==> config.mk <==
export PLATFORM = sky130hd
export DESIGN_NAME = withdraw_ctrl
export DESIGN_NICKNAME = d
export VERILOG_FILES = /design/src/rtl/withdraw_pkg.sv /design/src/rtl/gap_timer.sv /design/src/rtl/withdraw_ctrl.sv
export SDC_FILE = /design/constraint.sdc
export NUM_CORES = 1
export LEC_CHECK = 0
export CORE_AREA = 4 4 72 74
export DETAILED_ROUTE_END_ITERATION = 8
export DIE_AREA = 0 0 76 78
export DONT_BUFFER_PORTS = 1
export GPL_TIMING_DRIVEN = 0
export SYNTH_ARGS = -nofsm -noshare
export SYNTH_HDL_FRONTEND = slang
export SYNTH_SLANG_ARGS = --single-unit
==> constraint.sdc <==
create_clock -name clk -period 3.8 [get_ports clk]
set_input_delay 0.57 -clock clk [delete_from_list [all_inputs] [get_ports clk]]
set_output_delay 0.57 -clock clk [all_outputs]
set_load 0.02 [all_outputs]
==> src/rtl/withdraw_pkg.sv <==
// Shared types and helpers for the cash-withdrawal controller.
// Latency: n/a (declarations only).
// Backpressure: n/a.
package withdraw_pkg;

   // Controller states; the encoding is visible on state_dbg.
   typedef enum logic [2:0] {
      ST_IDLE     = 3'd0,
      ST_SELECT   = 3'd1,
      ST_CHECK    = 3'd2,
      ST_DISPENSE = 3'd3,
      ST_DONE     = 3'd4,
      ST_DENY     = 3'd5
   } state_t;

   // Amount code to number of bills: 00->1 ... 11->4.
   function automatic logic [2:0] sel_to_amt(input logic [1:0] sel_code);
      return {1'b0, sel_code} + 3'd1;
   endfunction

endpackage

==> src/rtl/gap_timer.sv <==
// Bill pacing counter: ticks on the first cycle of run, then every BILL_GAP cycles.
// Latency: tick is combinational from run and the registered count (no extra delay).
// Backpressure: none; dropping run restarts the phase.
module gap_timer
   import withdraw_pkg::*;
#(
   parameter int BILL_GAP = 4
) (
   input  logic clk,
   input  logic rst_n,
   input  logic run,
   output logic tick
);

   localparam int CW = (BILL_GAP > 1) ? $clog2(BILL_GAP) : 1;

   logic [CW-1:0] cnt_q;
   logic [CW-1:0] cnt_d;

   // Count modulo BILL_GAP while running, hold at zero otherwise.
   always_comb begin
      cnt_d = '0;
      if (run) begin
         if (cnt_q == CW'(BILL_GAP - 1)) begin
            cnt_d = '0;
         end else begin
            cnt_d = cnt_q + 1'b1;
         end
      end
   end

   // Phase register.
   always_ff @(posedge clk or negedge rst_n) begin
      if (!rst_n) begin
         cnt_q <= '0;
      end else begin
         cnt_q <= cnt_d;
      end
   end

   assign tick = run & (cnt_q == '0);

endmodule

==> src/rtl/withdraw_ctrl.sv <==
// Cash-withdrawal session controller: select, funds check, paced bill dispense.
// Latency: confirm -> CHECK next edge; first bill one cycle after CHECK.
// Backpressure: none; start/confirm/cancel are only honoured in their owning state.
module withdraw_ctrl
   import withdraw_pkg::*;
#(
   parameter int BAL_W          = 8,
   parameter int TIMEOUT_CYCLES = 1000,
   parameter int BILL_GAP       = 4
) (
   input  logic             clk,
   input  logic             rst_n,
   input  logic             start,
   input  logic [1:0]       sel,
   input  logic             confirm,
   input  logic             cancel,
   input  logic             load_bal,
   input  logic [BAL_W-1:0] bal_in,
   output logic [BAL_W-1:0] balance,
   output logic             busy,
   output logic             bill_pulse,
   output logic             ok,
   output logic             nomoney,
   output logic             timeout,
   output logic [2:0]       state_dbg
);

   localparam int TW = $clog2(TIMEOUT_CYCLES + 1);

   state_t           state_q, state_d;
   logic [BAL_W-1:0] bal_q, bal_d;
   logic [2:0]       amt_q, amt_d;
   logic [2:0]       bills_q, bills_d;
   logic [TW-1:0]    tmo_q, tmo_d;

   logic             dispensing;
   logic             tick;
   logic             tmo_expired;
   logic             funds_ok;

   assign dispensing  = (state_q == ST_DISPENSE);
   // Expiry is visible in the SELECT cycle after TIMEOUT_CYCLES idle cycles.
   assign tmo_expired = (state_q == ST_SELECT) && (tmo_q == TW'(TIMEOUT_CYCLES));
   assign funds_ok    = (bal_q >= BAL_W'(amt_q));

   gap_timer #(
      .BILL_GAP (BILL_GAP)
   ) u_gap_timer (
      .clk   (clk),
      .rst_n (rst_n),
      .run   (dispensing),
      .tick  (tick)
   );

   // Next-state, balance, amount and counter updates.
   always_comb begin
      state_d = state_q;
      bal_d   = bal_q;
      amt_d   = amt_q;
      bills_d = bills_q;
      tmo_d   = tmo_q;
      case (state_q)
         ST_IDLE: begin
            if (load_bal) begin
               bal_d = bal_in;
            end
            if (start) begin
               state_d = ST_SELECT;
               tmo_d   = '0;
            end
         end
         ST_SELECT: begin
            // cancel beats confirm, confirm beats an expiring timeout
            if (cancel) begin
               state_d = ST_IDLE;
            end else if (confirm) begin
               amt_d   = sel_to_amt(sel);
               state_d = ST_CHECK;
            end else if (tmo_expired) begin
               state_d = ST_IDLE;
            end else begin
               tmo_d = tmo_q + 1'b1;
            end
         end
         ST_CHECK: begin
            bills_d = '0;
            if (funds_ok) begin
               bal_d   = bal_q - BAL_W'(amt_q);
               state_d = ST_DISPENSE;
            end else begin
               state_d = ST_DENY;
            end
         end
         ST_DISPENSE: begin
            if (tick) begin
               bills_d = bills_q + 3'd1;
               if ((bills_q + 3'd1) == amt_q) begin
                  state_d = ST_DONE;
               end
            end
         end
         ST_DONE: begin
            state_d = ST_IDLE;
         end
         ST_DENY: begin
            state_d = ST_IDLE;
         end
         default: begin
            state_d = ST_IDLE;
         end
      endcase
   end

   // State and datapath registers.
   always_ff @(posedge clk or negedge rst_n) begin
      if (!rst_n) begin
         state_q <= ST_IDLE;
         bal_q   <= '0;
         amt_q   <= '0;
         bills_q <= '0;
         tmo_q   <= '0;
      end else begin
         state_q <= state_d;
         bal_q   <= bal_d;
         amt_q   <= amt_d;
         bills_q <= bills_d;
         tmo_q   <= tmo_d;
      end
   end

   // Moore outputs: all decoded from registered state and counters.
   assign balance    = bal_q;
   assign busy       = (state_q != ST_IDLE);
   assign bill_pulse = tick;
   assign ok         = (state_q == ST_DONE);
   assign nomoney    = (state_q == ST_DENY);
   assign timeout    = tmo_expired;
   assign state_dbg  = state_q;

endmodule

==> out/qor.csv, run 1 <==
stage,metric,value,unit
layout,mostFrequentLayoutCells,"dfrtp_1, nand2_1, nand3_1, o21ai_0, a31oi_1",
run,maxCapViolCount,0,
logic_synthesis,yosysTopAreaCell,dfrtp_1,
clock_tree,root_buffer,clkbuf_8,
floorplan,die_h,78,um
detailed_routing,vias_per_cell,5.658,
floorplan,die-area,5928,um2
detailed_routing,initialDrtViolationCount,84,
logic_synthesis,yosysWarnings,0,
layout,fillCellCount,450,
power,p_switching,0.7031,mW
logic_synthesis,ys_types,43,
sta,maxSlewHeadroom,0.1471,
clock_tree,htreeDepth,2,
layout,area_growth,9.364,%
grt,grt_use_total,0.1521,
layout,antenna_cells,0,
detailed_routing,wl,4.188,mm
sta,fmax,296.3,MHz
logic_synthesis,ys_top_cells_by_area,"dfrtp_1, ha_1, a31oi_1, nand2_1, nand3_1",
clock_tree,cts_tree,built,
logic_synthesis,synth_area_per_cell,9.089,um2
setup_path,setup.worst_path.start_class,register,
sta,min_period,3.375,ns
hold_path,hp-class,in2async,
detailed_routing,dr.pass1.iters,4,
setup_path,cp_data_required_time,3.23,ns
grt,grt-ovfl-total,0,
detailed_routing,wl_per_cell,16.11,um
power,powerDensity,776.0,nW/um2
grt,grt_max_degree,30,
layout,nNetsFinal,231,
setup_path,path_class,reg2out,
floorplan,ioPinCount,32,
clock_tree,cts_buffers,5,
logic_synthesis,syn_nets,223,
layout,drive_gt1_frac,0.08252,
floorplan,start_util,0.3894,
clock_tree,post-cts-setup-buffers,0,
clock_tree,clkTransAtPathRegs,0.06,ns
sta,period_share,0.8883,
power,ir_drop,0.2804,mV
power,p_leak,0.8248,nW
logic_synthesis,synthesis.instances,197,
setup_path,path_cells,"inv_1, ha_1, nand2_1, or4_1, clkbuf_1, nor4b_1",
power,clkPwrFrac,0.161,
layout,finish.utilization,0.4259,
detailed_routing,drc,0,
logic_synthesis,yosysSeqAreaShare,0.4053,
setup_path,endpoint_kind,output port,
power,power_frac_comb,0.444,
sta,max_slew.worst_pin.slew,1.262,ns
grt,antenna_found_initial,0,
setup_path,critPathBufInv,2,
sta,final.setup.tns,0,ns
layout,final_common_cell,dfrtp_1,
logic_synthesis,yosysTopAreaCellShare,0.4053,
clock_tree,holdBufCountCts,1,
clock_tree,worstSkewPairLatency,0.28,ns
grt,grt_pass1_wl,7.155,mm
floorplan,placement_rows,25,
grt,first_global_vias,1364,
logic_synthesis,synth_seq_cells,29,
sta,rsz0062_at_grt,false,
setup_path,crit_path_top_delay_cell,nor4b_1,
floorplan,core,4598,um2
floorplan,die_w,76,um
detailed_routing,ant_nets,0,
clock_tree,clock-sinks,29,
detailed_routing,vias,1471,
power,p_seq_frac,0.395,
sta,finalHoldViolCount,0,
setup_path,cp_max_fo,10,
place,numPortBuffers,0,
place,dpl.hpwl,3.107,mm
sta,slew_viol_final,0,
logic_synthesis,synthesis.area,1790,um2
setup_path,critical_path.max_stage_delay,0.97,ns
setup_path,cpLargestDelayFamily,simple AND/OR/NAND/NOR gates,
clock_tree,clk_path_buf_depth,2,
place,gp_congestion,0.8184,
power,finalPower,1.519,mW
clock_tree,cts-resized-gates,0,
outcome,outcome,"finished, final reports clean",
power,p_int,0.8164,mW
sta,setup_violations,0,
setup_path,worstPathArrival,2.81,ns
sta,fin_skew,0.004900,ns
power,p_sw_frac,0.4627,
==> worst paths after layout <==
check / slack, ns / start / to / cells past startpoint
setup / recovery: 0.42 / tmo_q[0]$_DFFE_PN0P_ / timeout / 6
hold / removal: 0.1 / rst_n / balance[3]$_DFFE_PN0P_ / 1
setup reg to reg: 1.23 / state_dbg[2]$_DFFE_PN0P_ / tmo_q[4]$_DFFE_PN0P_ / 5
hold reg to reg: 0.47 / u_gap_timer.cnt_q[0]$_DFF_PN0_ / u_gap_timer.cnt_q[0]$_DFF_PN0_ / 1
max in group asynchronous: 3.53 / rst_n / balance[0]$_DFFE_PN0P_ / 1
min in group clk: 0.39 / sel[0] / amt_q[0]$_DFFE_PN0P_ / 1
==> cell families after synthesis <==
kind of cell / share of synthesized area
muxes: 0.03144
AOI/OAI and AO/OA: 0.1614
and+or+nand+nor: 0.2600
buffers and inverters: 0.04333
xor gates and xnor gates: 0.02446
adders and majority gates: 0.07408
DFF: 0.4053
==> registers in the layout (all words and copies together) (netlist names) <==
signal,cells
balance,8
bills_q,3
amt_q,3
u_gap_timer.cnt_q,2
tmo_q,10
state_dbg,3
==> Yosys cell counts (all sizes together) <==
cell	number
and4b	1
nand2b	3
a211oi	3
and3b	1
or3	9
o22ai	1
nand4b	1
and3	3
a31oi	14
clkbuf	5
xnor2	2
mux2	5
fa	1
o32a	1
nand2	20
o41ai	1
nand4	2
nor4b	3
ha	9
nor2b	4
nand3	14
o41a	1
inv	11
nor3	9
o21ai	15
o211ai	1
nor4	2
or4	2
or3b	2
o21a	1
xor2	3
buf	3
a41oi	3
o32ai	1
o311ai	1
a31o	1
dfrtp	29
nor3b	2
nor2	7
==> power groups by stage <==
stage               Clock (mW)  Combinational (mW)  Sequential (mW)
floorplan                    0               0.540            0.567
global placement             0               0.662            0.603
detailed placement           0               0.665            0.606
CTS                      0.252               0.677            0.602
global route             0.270               0.765            0.619
finish                   0.245               0.675            0.600
==> per-stage QoR <==
stage / cell area [um2] / worst slack [ns] / hold WS [ns] / instances
2_1_floorplan: 1790 / 1.052 / 0.2744 / 197
5_1_grt: 1958 / 0.2609 / 0.1009 / 260
6_report: 1958 / 0.4245 / 0.09899 / 260
4_1_cts: 1958 / 0.3783 / 0.1059 / 260
3_5_place_dp: 1858 / 0.6868 / 0.2754 / 251
3_3_place_gp: 1858 / 0.6704 / 0.2752 / 251
==> routing by layer <==
| metal | share of wire | track usage |
|---|---|---|
| met5 | 0 | 0 |
| met4 | 0.012 | 0.05338 |
| met3 | 0.072 | 0.06729 |
| met2 | 0.42 | 0.2029 |
| met1 | 0.49 | 0.2142 |
==> layout make-up <==
| class | count | area [um2] | share of cell area |
|---|---|---|---|
| buffer | 8 | 36.28 | 0.01853 |
| clock buffer | 8 | 80.08 | 0.04089 |
| inverter | 11 | 41.29 | 0.02109 |
| multi-input combinational | 149 | 987.2 | 0.5042 |
| sequential | 29 | 725.7 | 0.3706 |
| tap | 54 | 67.56 | 0.03450 |
| timing repair buffer | 1 | 20.02 | 0.01022 |
Note: power is estimated with default switching activity, not from simulation.
==> run 2: changes to the inputs <==
--- a/config.mk
+++ b/config.mk
@@ -7,7 +7,6 @@
 export LEC_CHECK = 0
-export CORE_AREA = 4 4 72 74
+export CORE_AREA = 3 3 71 73
 export DETAILED_ROUTE_END_ITERATION = 8
-export DIE_AREA = 0 0 76 78
+export DIE_AREA = 0 0 74 76
 export DONT_BUFFER_PORTS = 1
-export GPL_TIMING_DRIVEN = 0
 export SYNTH_ARGS = -nofsm -noshare
==> constraint.sdc (replaced) <==
create_clock -name clk -period 3.8 [get_ports clk]
set_input_delay 0.76 -clock clk [delete_from_list [all_inputs] [get_ports clk]]
set_output_delay 0.76 -clock clk [all_outputs]
set_load 0.02 [all_outputs]
==> run 2 against run 1 <==
Register-to-register slack worse by 0.03 ns. Hold slack improved by 0.080 ns. Sequential cell count is the same. Clock-buffer cell count decreased by 1. Critical endpoint unchanged. Largest cell class unchanged.
==> out/qor.csv, run 2 (synthesis gave the netlist of run 1 again) <==
stage,metric,value,unit,change
clock_tree,worstSkewPairLatency,0.27,ns,about the same
sta,rsz0062_at_grt,false,,
sta,maxSlewHeadroom,0.4224,,+0.2754
hold_path,hp-class,in2async,,
layout,nNetsFinal,225,,-2.6%
clock_tree,cts_buffers,5,,unchanged
layout,instances_no_fill,251,,-3.5%
layout,largest_register,tmo_q,,
clock_tree,holdBufCountCts,0,,-1
layout,fillCellCount,417,,-7.3%
detailed_routing,wl,4.145,mm,-1.0%
clock_tree,post-cts-setup-buffers,0,,unchanged
grt,antenna_found_initial,0,,unchanged
sta,period_share,0.7831,,-0.1052
place,dpl.hpwl,3.046,mm,-2.0%
floorplan,die_h,76,um,-2.6%
setup_path,reg2reg_depth,7,,+2
detailed_routing,vias,1468,,-0.20%
detailed_routing,vias_per_cell,5.849,,+3.4%
layout,final_common_cell,dfrtp_1,,
grt,grt_max_degree,30,,unchanged
clock_tree,clk_path_buf_depth,2,,unchanged
floorplan,placement_rows,24,,-4.0%
sta,max_slew.worst_pin.slew,0.8584,ns,-0.4032 ns
layout,area_growth,7.687,%,
setup_path,cp_max_fo,13,,+3
sta,setup_violations,0,,unchanged
setup_path,startpoint,tmo_q[0]$_DFFE_PN0P_,,
detailed_routing,ant_nets,0,,unchanged
detailed_routing,drc,0,,unchanged
place,numPortBuffers,0,,unchanged
sta,fin_skew,0.006254,ns,+0.001354 ns
layout,mostFrequentLayoutCells,"dfrtp_1, nand2_1, nand3_1, o21ai_0, a31oi_1",,
run,maxCapViolCount,0,,unchanged
sta,hold_ws,0.1786,ns,+0.07963 ns
setup_path,r2r_setup_slack,1.20,ns,-0.03 ns
power,p_leak,0.8171,nW,-0.93%
setup_path,crit-reg2reg-capture,balance[1]$_DFFE_PN0P_,,
sta,min_period,2.976,ns,-0.3999 ns
setup_path,cp_data_required_time,3.04,ns,-0.19 ns
layout,largest_reg_flops,10,,unchanged
sta,final.setup.tns,0,ns,unchanged
layout,drive_gt1_frac,0.08543,,+0.002903
grt,grt_use_total,0.1641,,+0.01203
setup_path,critical_path.max_stage_delay,0.69,ns,-0.28 ns
setup_path,crit_path_top_delay_cell,or4_1,,
setup_path,setup.worst_path.start_class,register,,
clock_tree,htreeDepth,2,,unchanged
setup_path,path_cells,"inv_1, ha_1, nand2_1, or4_1, nor4b_1, buf_4",,
detailed_routing,wl_per_cell,16.51,um,+2.5%
clock_tree,clock-sinks,29,,unchanged
clock_tree,cts-resized-gates,0,,unchanged
clock_tree,clkTransAtPathRegs,0.06,ns,about the same
detailed_routing,dr.pass1.iters,4,,unchanged
layout,antenna_cells,0,,unchanged
floorplan,start_util,0.4056,,+0.01622
setup_path,worstPathArrival,2.22,ns,-0.59 ns
clock_tree,root_buffer,clkbuf_8,,
grt,grt-ovfl-total,0,,unchanged
place,gp_congestion,0.8174,,-0.12%
power,ir_drop,0.3097,mV,+10%
grt,grt_pass1_wl,7.141,mm,-0.20%
power,powerDensity,781.7,nW/um2,+0.73%
floorplan,ioPinCount,32,,unchanged
layout,multi_input_area,987.2,um2,unchanged
sta,finalHoldViolCount,0,,unchanged
detailed_routing,initialDrtViolationCount,90,,+7.1%
layout,ff_latch_area,725.7,um2,unchanged
grt,first_global_vias,1402,,+2.8%
floorplan,die-area,5624,um2,-5.1%
floorplan,core,4414,um2,-4.0%
sta,fmax,336.1,MHz,+13%
sta,slew_viol_final,0,,unchanged
place,placed_cells,244,,-2.8%
setup_path,rr_startpoint,balance[0]$_DFFE_PN0P_,,
setup_path,endpoint_kind,output port,,
setup_path,path_class,reg2out,,
outcome,outcome,"finished, final reports clean",,
floorplan,die_w,74,um,-2.6%
setup_path,endpoint,timeout,,
clock_tree,cts_tree,built,,
run 2: cell type report:
cell class | instances | area share
clock buffer | 7 | 0.04478
tap | 52 | 0.03374
sequential | 29 | 0.3764
multi-input combinational | 149 | 0.5120
inverter | 11 | 0.02141
timing repair buffer | 3 | 0.01168
run 2: worst min path at each step:
stage | from | end | slack, ns | cells past startpoint
finish | rst_n | state_dbg[0]$_DFFE_PN0P_ | 0.18 | 0
floorplan | u_gap_timer.cnt_q[0]$_DFF_PN0_ | u_gap_timer.cnt_q[0]$_DFF_PN0_ | 0.43 | 1
global route | rst_n | balance[4]$_DFFE_PN0P_ | 0.16 | 0
CTS | rst_n | balance[2]$_DFFE_PN0P_ | 0.16 | 0
global placement | u_gap_timer.cnt_q[0]$_DFF_PN0_ | u_gap_timer.cnt_q[0]$_DFF_PN0_ | 0.46 | 1
detailed placement | rst_n | balance[6]$_DFFE_PN0P_ | 0.47 | 0
run 2: power breakdown:
part,switching [mW],internal (mW)
clock,0.109,0.143
combinational,0.351,0.272
sequential,0.224,0.408
total,0.684,0.823
run 2: per-stage QoR:
| stage | total power, mW | util | instance area [um2] | setup slack (ns) |
|---|---|---|---|---|
| 2_1_floorplan | 1.107 | - | 1790 | 0.8618 |
| 3_3_place_gp | 1.253 | 0.4172 | 1842 | 1.143 |
| 3_5_place_dp | 1.262 | 0.4172 | 1842 | 1.131 |
| 4_1_cts | 1.526 | 0.4368 | 1928 | 0.8130 |
| 5_1_grt | 1.645 | 0.4368 | 1928 | 0.6876 |
| 6_report | 1.507 | 0.4368 | 1928 | 0.8244 |
run 2: routing by layer:
metal  GRT usage  part of all wire  vias to the layer above
met5           0                 0                        -
met4     0.04891            0.0077                        0
met3     0.07520             0.067                        2
met2      0.2234              0.45                       29
met1      0.2307              0.48                      701
li1            -                 -                      736
run 2: worst max-delay path: cells and delay by family, from the launching register on:
kind	cells	cell delay, ns
AND/OR/NAND/NOR	3	1.10
flip-flops	1	0.40
buffers and inverters	2	0.30
adder cells (fa/ha/maj)	1	0.14
==> run 3: changes to the inputs <==
- ABC_AREA: default -> 1
- CORE_AREA: 3 3 71 73 -> 3 3 74 76
- DIE_AREA: 0 0 74 76 -> 0 0 77 79
- clock period: 3.8 -> 2.5 ns (I/O delays scaled with it)
==> run 3 against run 2 <==
First-iteration DRC count decreased by 44%. Final area increased by 9.1%. Clock skew increased by 0.0029 ns. Combinational power increased by 100%. Critical path type unchanged. Critical endpoint unchanged.
==> out/qor.csv, run 3 <==
stage,metric,value,unit,change
outcome,outcome,"finished, final reports clean",,
layout,final_common_cell,nand2_1,,
place,numPortBuffers,0,,unchanged
layout,largest_reg_flops,10,,unchanged
detailed_routing,drc,0,,unchanged
detailed_routing,vias_per_cell,4.780,,-18%
clock_tree,holdBufCountCts,1,,+1
floorplan,core,4786,um2,+8.4%
power,ir_drop,0.3989,mV,+29%
setup_path,crit-reg2reg-capture,balance[5]$_DFFE_PN0P_,,
sta,max_slew.worst_pin.slew,0.6659,ns,-0.1925 ns
clock_tree,htreeDepth,2,,unchanged
setup_path,path_class,reg2out,,
place,postPlaceCellArea,2004,um2,+8.8%
clock_tree,clkTransAtPathRegs,0.06,ns,about the same
detailed_routing,ant_nets,0,,unchanged
detailed_routing,wl_per_cell,12.31,um,-25%
sta,rsz0062_at_grt,false,,
clock_tree,cts-resized-gates,0,,unchanged
hold_path,hp-class,in2async,,
grt,first_global_vias,1679,,+20%
place,placed_cells,336,,+38%
logic_synthesis,synth-edff-count,0,,unchanged
run,maxCapViolCount,0,,unchanged
logic_synthesis,synth_area_per_cell,7.169,um2,-21%
logic_synthesis,synthesis.instances,270,,+37%
sta,period_share,0.8603,,
detailed_routing,dr.pass1.iters,4,,unchanged
setup_path,setup.worst_path.start_class,register,,
detailed_routing,wl,4.247,mm,+2.5%
logic_synthesis,yosysSeqAreaShare,0.3749,,-0.03039
grt,antenna_found_initial,0,,unchanged
place,gp_congestion,0.8704,,+6.5%
place,dp_slack,0.3712,ns,-0.7597 ns
clock_tree,root_buffer,clkbuf_8,,
detailed_routing,vias,1649,,+12%
floorplan,die_h,79,um,+3.9%
floorplan,die-area,6083,um2,+8.2%
grt,grt-ovfl-total,0,,unchanged
sta,finalHoldViolCount,0,,unchanged
layout,fillCellCount,516,,+24%
clock_tree,cts_buffers,5,,unchanged
logic_synthesis,yosysMostFrequentCell,nand2_1,,
layout,instances_no_fill,345,,+37%
floorplan,start_util,0.4044,,-0.001168
logic_synthesis,synthFlopType,dfrtp_1,,
logic_synthesis,synth_commonest_cells,"nand2_1, nand3_1, inv_1",,
clock_tree,clk_path_buf_depth,2,,unchanged
sta,min_period,2.151,ns,
grt,grt_pass1_wl,7.645,mm,+7.1%
sta,fmax,465.0,MHz,
logic_synthesis,syn_nets,296,,+33%
sta,hold_ws,0.03316,ns,-0.1455 ns
logic_synthesis,yosysTopAreaCellShare,0.3749,,-0.03039
logic_synthesis,synth_seq_cells,29,,unchanged
layout,area_growth,8.727,%,
sta,setup_violations,0,,unchanged
floorplan,placement_rows,25,,+4.2%
setup_path,cp_max_fo,8,,-5
layout,mostFrequentLayoutCells,"nand2_1, nand3_1, inv_1",,
layout,nNetsFinal,303,,+35%
layout,antenna_cells,0,,unchanged
clock_tree,cts_tree,built,,
detailed_routing,initialDrtViolationCount,50,,-44%
logic_synthesis,yosysTopAreaCell,dfrtp_1,,
layout,largest_register,tmo_q,,
setup_path,reg2reg_depth,11,,+4
floorplan,ioPinCount,32,,unchanged
logic_synthesis,ys_types,29,,-33%
grt,grt_use_total,0.1571,,-0.006996
logic_synthesis,ys_top_cells_by_area,"dfrtp_1, nand2_1, nand3_1, inv_1, ha_1",,
logic_synthesis,yosysWarnings,0,,unchanged
setup_path,endpoint_kind,output port,,
sta,timing.final.ws_setup,0.3492,ns,-0.4751 ns
setup_path,rr_startpoint,balance[1]$_DFFE_PN0P_,,
setup_path,worstPathArrival,1.65,ns,-0.57 ns
power,finalPower,2.509,mW,+66%
grt,grt_max_degree,30,,unchanged
power,powerDensity,1192,nW/um2,+53%
sta,fin_skew,0.009123,ns,+0.002870 ns
sta,final.setup.tns,0,ns,unchanged
logic_synthesis,synthesis.area,1936,um2,+8.1%
layout,finish.utilization,0.4397,,+0.002948
layout,fin_area,2105,um2,+9.1%
layout,drive_gt1_frac,0.1223,,+0.03688
clock_tree,worstSkewPairLatency,0.28,ns,about the same
power,p_leak,1.098,nW,+34%
sta,maxSlewHeadroom,0.5527,,+0.1302
sta,slew_viol_final,0,,unchanged
setup_path,cp_data_required_time,2.00,ns,-1.04 ns
floorplan,die_w,77,um,+4.1%
place,dpl.hpwl,3.281,mm,+7.7%
logic_synthesis,synthArstFlopShare,1.000,,unchanged
clock_tree,post-cts-setup-buffers,0,,unchanged
setup_path,r2r_setup_slack,0.38,ns,-0.82 ns
clock_tree,clock-sinks,29,,unchanged
setup_path,startpoint,tmo_q[0]$_DFFE_PN0P_,,
run 3: cell count changes in the layout (fill, tap and decap cells not counted), sizes merged, moves of 4 or more:
cell / previous run / this run
nand2: 20 / 94
inv: 11 / 41
nand3: 14 / 35
a31oi: 14 / 0
nor2: 7 / 20
or3: 9 / 0
mux2: 5 / 0
nor2b: 4 / 0
run 3: final cells by class:
| class | instances | area [um2] | area share |
|---|---|---|---|
| sequential | 29 | 725.7 | 0.3448 |
| timing repair buffer | 3 | 35.03 | 0.01665 |
| tap | 67 | 83.83 | 0.03983 |
| clock buffer | 8 | 80.08 | 0.03805 |
| multi-input combinational | 197 | 1026 | 0.4875 |
| inverter | 41 | 153.9 | 0.07313 |
run 3: where the power goes:
part	switching, mW	internal [mW]	total (mW)
combinational	0.826	0.433	1.26
clock	0.169	0.197	0.366
sequential	0.265	0.619	0.883
run 3: how the worst max path moves through the flow:
stage	end	slack [ns]
final	timeout	0.35
after CTS	timeout	0.33
after global placement	balance[1]$_DFFE_PN0P_	0.44
after detailed placement	balance[1]$_DFFE_PN0P_	0.37
after global routing	balance[5]$_DFFE_PN0P_	0.11
after floorplan	balance[1]$_DFFE_PN0P_	0.58
run 3: worst max-delay path, stage by stage (launching register included):
cell and delay [ns]:
dfrtp_1 0.46, inv_1 0.14, ha_1 0.17, nand2_1 0.05, nor2_1 0.12, nand3_1 0.09, nor2_1 0.34
run 3: layer usage:
| layer | global-route usage | wire length (um) |
|---|---|---|
| met5 | 0 | 0 |
| met4 | 0.05872 | 57 |
| met3 | 0.05329 | 250 |
| met2 | 0.2631 | 1977 |
| met1 | 0.1873 | 1962 |
run 3: cells by family after synthesis:
family / after synthesis / synth area share
simple gates: 165 / 0.3840
compound gates: 16 / 0.05041
xor+xnor: 6 / 0.02715
fa+ha+maj: 10 / 0.06852
buf+inv: 44 / 0.09502
flops: 29 / 0.3749
